### src/rtl/bus_slave_port.sv
// Windowed bus responder: wait-state insertion, single-word RAM access, one-cycle ready.
// Optional write protect (wp/err ports) is enabled by defining BUS_SLAVE_WP_EN.
module bus_slave_port #(
  parameter int ADDR_W = 16,
  parameter int DATA_W = 8,
  parameter int DEPTH_LOG2 = 6,
  parameter logic [ADDR_W-1:0] BASE = 16'h8000,
  parameter int WAIT = 2
) (
  input  logic              clk,
  input  logic              reset,
  input  logic              req,
  input  logic [ADDR_W-1:0] addr,
  input  logic              wr,
  input  logic [DATA_W-1:0] wdata,
  output logic [DATA_W-1:0] rdata,
  output logic              rdata_oe,
`ifdef BUS_SLAVE_WP_EN
  input  logic              wp,
  output logic              err,
`endif
  output logic              ready
);

  localparam int DEPTH = 1 << DEPTH_LOG2;

  typedef enum logic [1:0] {
    S_IDLE,
    S_WAIT,
    S_ACK,
    S_TURN
  } state_t;

  state_t                state;
  logic [3:0]            cnt;
  logic [DEPTH_LOG2-1:0] idx_q;
  logic                  wr_q;
  logic [DATA_W-1:0]     wdata_q;
  logic [DATA_W-1:0]     ram [DEPTH];

  logic                  hit;
  logic [DEPTH_LOG2-1:0] idx_in;
  logic                  go_ack;
  logic                  ack_wr;
  logic [DEPTH_LOG2-1:0] ack_idx;
  logic                  commit;
`ifdef BUS_SLAVE_WP_EN
  logic                  wp_q;
  logic                  ack_wp;
`endif

  assign hit = addr[ADDR_W-1:DEPTH_LOG2] == BASE[ADDR_W-1:DEPTH_LOG2];
  assign idx_in = addr[DEPTH_LOG2-1:0];

  // With no wait states ACK is entered straight from the IDLE sample,
  // so the response must come from the live bus inputs.
  always_comb begin
    go_ack = 1'b0;
    ack_wr = wr_q;
    ack_idx = idx_q;
`ifdef BUS_SLAVE_WP_EN
    ack_wp = wp_q;
`endif
    unique case (state)
      S_IDLE: begin
        go_ack = req && hit && (WAIT == 0);
        ack_wr = wr;
        ack_idx = idx_in;
`ifdef BUS_SLAVE_WP_EN
        ack_wp = wp;
`endif
      end
      S_WAIT: go_ack = req && (cnt == 4'd1);
      default: go_ack = 1'b0;
    endcase
  end

  always_comb begin
    commit = (state == S_ACK) && wr_q;
`ifdef BUS_SLAVE_WP_EN
    commit = commit && !wp_q;
`endif
  end

  always_ff @(posedge clk) begin
    if (reset) begin
      state <= S_IDLE;
      cnt <= '0;
      idx_q <= '0;
      wr_q <= 1'b0;
      wdata_q <= '0;
      ready <= 1'b0;
      rdata_oe <= 1'b0;
      rdata <= '0;
`ifdef BUS_SLAVE_WP_EN
      wp_q <= 1'b0;
      err <= 1'b0;
`endif
    end else begin
      ready <= go_ack;
      rdata_oe <= go_ack && !ack_wr;
      rdata <= (go_ack && !ack_wr) ? ram[ack_idx] : '0;
`ifdef BUS_SLAVE_WP_EN
      err <= go_ack && ack_wr && ack_wp;
`endif
      unique case (state)
        S_IDLE: begin
          if (req && hit) begin
            idx_q <= idx_in;
            wr_q <= wr;
            wdata_q <= wdata;
`ifdef BUS_SLAVE_WP_EN
            wp_q <= wp;
`endif
            cnt <= 4'(WAIT);
            state <= (WAIT == 0) ? S_ACK : S_WAIT;
          end
        end
        S_WAIT: begin
          if (!req) begin
            state <= S_IDLE;
          end else if (cnt == 4'd1) begin
            state <= S_ACK;
          end else begin
            cnt <= cnt - 4'd1;
          end
        end
        S_ACK: state <= S_TURN;
        S_TURN: state <= S_IDLE;
        default: state <= S_IDLE;
      endcase
    end
  end

  // Reset in ACK must suppress the commit, hence the explicit gate.
  always_ff @(posedge clk) begin
    if (!reset && commit) begin
      ram[idx_q] <= wdata_q;
    end
  end

endmodule

### config.mk
export PLATFORM = sky130hd
export DESIGN_NAME = bus_slave_port
export DESIGN_NICKNAME = d
export VERILOG_FILES = /design/src/rtl/bus_slave_port.sv
export SDC_FILE = /design/constraint.sdc
export NUM_CORES = 1
export LEC_CHECK = 0
export BUFFER_PORTS_ARGS = -buffer_cell sky130_fd_sc_hd__buf_4
export CAP_MARGIN = 10
export CORE_ASPECT_RATIO = 0.8
export CORE_MARGIN = 10
export CORE_UTILIZATION = 38
export DETAILED_ROUTE_END_ITERATION = 8
export GPL_TIMING_DRIVEN = 0
export PLACE_DENSITY = 0.5
export SLEW_MARGIN = 40
export SYNTH_ARGS = -nofsm -noshare
export SYNTH_HDL_FRONTEND = slang
export SYNTH_SLANG_ARGS = --single-unit
### constraint.sdc
create_clock -name clk -period 2.65 [get_ports clk]
set_clock_uncertainty 0.2 [all_clocks]
set_input_delay 0.3975 -clock clk [delete_from_list [all_inputs] [get_ports clk]]
set_output_delay 0.3975 -clock clk [all_outputs]
set_load 0.05 [all_outputs]
==> impl_metrics.json <==
{
  "nets": 1824,
  "ys_seq_area_share_pct": 71.99,
  "status": "finished, violations left",
  "end_kind": "register",
  "fill_cells": 4974,
  "grt_overflow": 0,
  "syn_area_per_cell_um2": 13.55,
  "portBuffers": 37,
  "path_class": "register to register",
  "max_freq_ghz": 0.3501,
  "cp.arrival_ps": 3120,
  "crit_chain": "buf_8 -> or4b_4 -> o21a_4 -> buf_12 -> a211oi_4 -> o41ai_2 -> a21o_1 -> a311o_1",
  "violations": "setup timing",
  "post-dp-hpwl_um": 47880,
  "io_pins": 38,
  "die_w_um": 290.3,
  "dieArea_um2": 68600,
  "period_needed_ps": 2856,
  "finalCritPeriodShare_pct": 107.8,
  "vias": 15320,
  "n_antenna_cell": 0,
  "syn_nets": 1670,
  "wirelength_um": 71080,
  "rsz0062_at_grt": "true",
  "vias_per_cell": 5.869,
  "finalHoldViolations": 0,
  "final_cells": 2611,
  "clockRootBuffer": "clkbuf_16",
  "critical_path.top_delay_family": "compound AO/OA/AOI/OAI gates",
  "synth_common_cells": "edfxtp_1, nand3_1, o21ai_0",
  "drtPass1Iterations": 5,
  "ir_worst_vdd_mv": 0.4352,
  "fp.dieH_um": 236.3,
  "worstSkewPairLatency_ps": 630,
  "num_rows": 79,
  "syn_area_um2": 22220,
  "p_per_area_nw_per_um2": 632.5,
  "grt_max_degree": 39,
  "grt_pass1_wl_um": 102500,
  "yosysTopAreaCellShare_pct": 69.20,
  "drtIter0Drc": 1903,
  "syn_to_final_growth_pct": 27.04,
  "antenna_found_initial": 2,
  "slew_headroom_pct": 38.71,
  "yosysMostFrequentCell": "edfxtp_1",
  "clkTransAtPathRegs_ps": 60,
  "crit_required_ps": 2910,
  "drive_gt1_share_pct": 28.28,
  "post-route-drc-count": 0,
  "synth_edf_count": 512,
  "hp-class": "input pin to register",
  "dp.cells": 2454,
  "place_ws_ps": -1416,
  "fin_ws_ps": -206.2,
  "async_reset_ff_share_pct": 0,
  "setup_viol": 8,
  "post-route-util_pct": 48.64,
  "max_stage_delay_ps": 550,
  "clock-sinks": 543,
  "ys.flop_type": "edfxtp_1",
  "slew_violations": 0,
  "critPathSlowestCell": "or4b_4",
  "crit_path_max_fanout": 10,
  "drv_cap": 0,
  "ys_top_cells_by_area": "edfxtp_1, nand3_1, o21ai_0",
  "coreArea_um2": 58020,
  "yosysTopAreaCell": "edfxtp_1",
  "leakagePower_nw": 9.477,
  "multi_input_area_um2": 7406,
  "grt_pass1_vias": 14790,
  "gp_congestion": 0.8430,
  "h-tree-depth": 2,
  "grtUsageTotal_pct": 19.95,
  "ff2ff_setup_slack_ps": -210,
  "holdWs_ps": 114.0,
  "cts_tree": "built",
  "initial_core_util_pct": 38.29,
  "ys_warn_count": 0,
  "ys_types": 55,
  "syn-instance-count": 1640,
  "cp-start-kind": "register",
  "seq_area_um2": 16040,
  "drtAntennaViolNets": 0,
  "cts-buffers-inserted": 56,
  "tightest_slew_ps": 901.5,
  "wl_per_cell_um": 27.22,
  "cts_buffer_depth": 3,
  "ys_seq_elements": 543,
  "path_buf_inv": 2
}
==> worst paths after layout <==
kind                 start  endpoint  cells after the start
hold / removal    addr[14]  state[0]                      6
setup reg to reg  register  rdata[5]                      8
setup / recovery  register  rdata[5]                      8
hold reg to reg       wr_q      wr_q                      2
==> cells in the final DEF, fill, tap and decap left out, drive strengths merged, types with 3 or more instances in the layout <==
cell type and n:
nand3b 3, mux2i 34, o311ai 6, buf 132, a21o 4, a31oi 22
a22oi 14, nor4b 3, o21ai 170, dlygate4sd3 17, a21oi 95, edfxtp 512
bufinv 3, nor2b 4, nand2b 3, o21a 3, clkinv 23, nor4 8
inv 6, nand3 184, nand2 54, mux2 3, dfxtp 31, or3b 4
nor3 8, nand4 17, nor2 83, clkbuf 152, a211oi 96, a31o 12
and3 98, o41ai 16
==> metal layers <==
layer	vias to the layer above	routed length [um]	GRT usage [%]
met5	-	13	0
met1	7791	33900	30.74
li1	6767	-	-
met2	673	29680	27.49
met4	2	1436	5.569
met3	91	6049	4.223
==> report_power, final <==
part           total (mW)  internal (mW)  switching (mW)
logic               0.977          0.363           0.614
registers            9.23           9.23        0.000618
clock network        7.65           4.34            3.31
total                17.9           13.9            3.93
==> state kept, by name, summed over array words and instances, names as in the netlist, named ones only <==
signal    flops
idx_q         6
wr_q          1
ready         1
ram         512
rdata         8
state         1
rdata_oe      1
wdata_q       8
cnt           4
==> stage by stage <==
stage	setup TNS, ps	area, um^2	power, mW
after floorplan	0	22220	9.816
after global placement	-435720	23460	10.11
after detailed placement	-179450	23690	10.11
after CTS	-39740	27180	17.83
after global routing	-1406	28220	18.33
final	-1175	28220	17.85
==> cell families (layout without fill, tap and decap cells) <==
group	count (synthesis)	count (layout)	share of synthesized area, %
multiplexers	37	37	1.684
XOR/XNOR	3	3	0.1183
AND/OR/NAND/NOR	478	478	11.11
adder cells (fa/ha/maj)	2	2	0.1126
buffers and inverters	133	335	2.664
flip-flops	543	543	71.99
AO/OA/AOI/OAI	444	444	12.32
==> layout make-up <==
class                      count  area share, %
buffer                       126          3.644
clock buffer                  76          5.448
clock inverter                30         0.7669
inverter                       4        0.05320
multi-input combinational    964          26.24
sequential                   543          56.81
tap                          769          3.409
timing repair buffer          99          3.626
==> repair_timing <==
item	CTS	global route
endpoints found under the hold margin	17	0
endpoints found under the setup margin	520	504
hold buffers	17	0
resized for setup	363	224
gates cloned	0	1
setup buffers	17	19
pin swaps	41	61
==> tightest hold or removal path: cells and delay by family <==
| kind | cells | cell delay, ps |
|---|---|---|
| buffers and inverters | 1 | 80 |
| and+or+nand+nor | 4 | 330 |
| AOI/OAI and AO/OA | 1 | 90 |
Note: power is estimated with default switching activity, not from simulation.
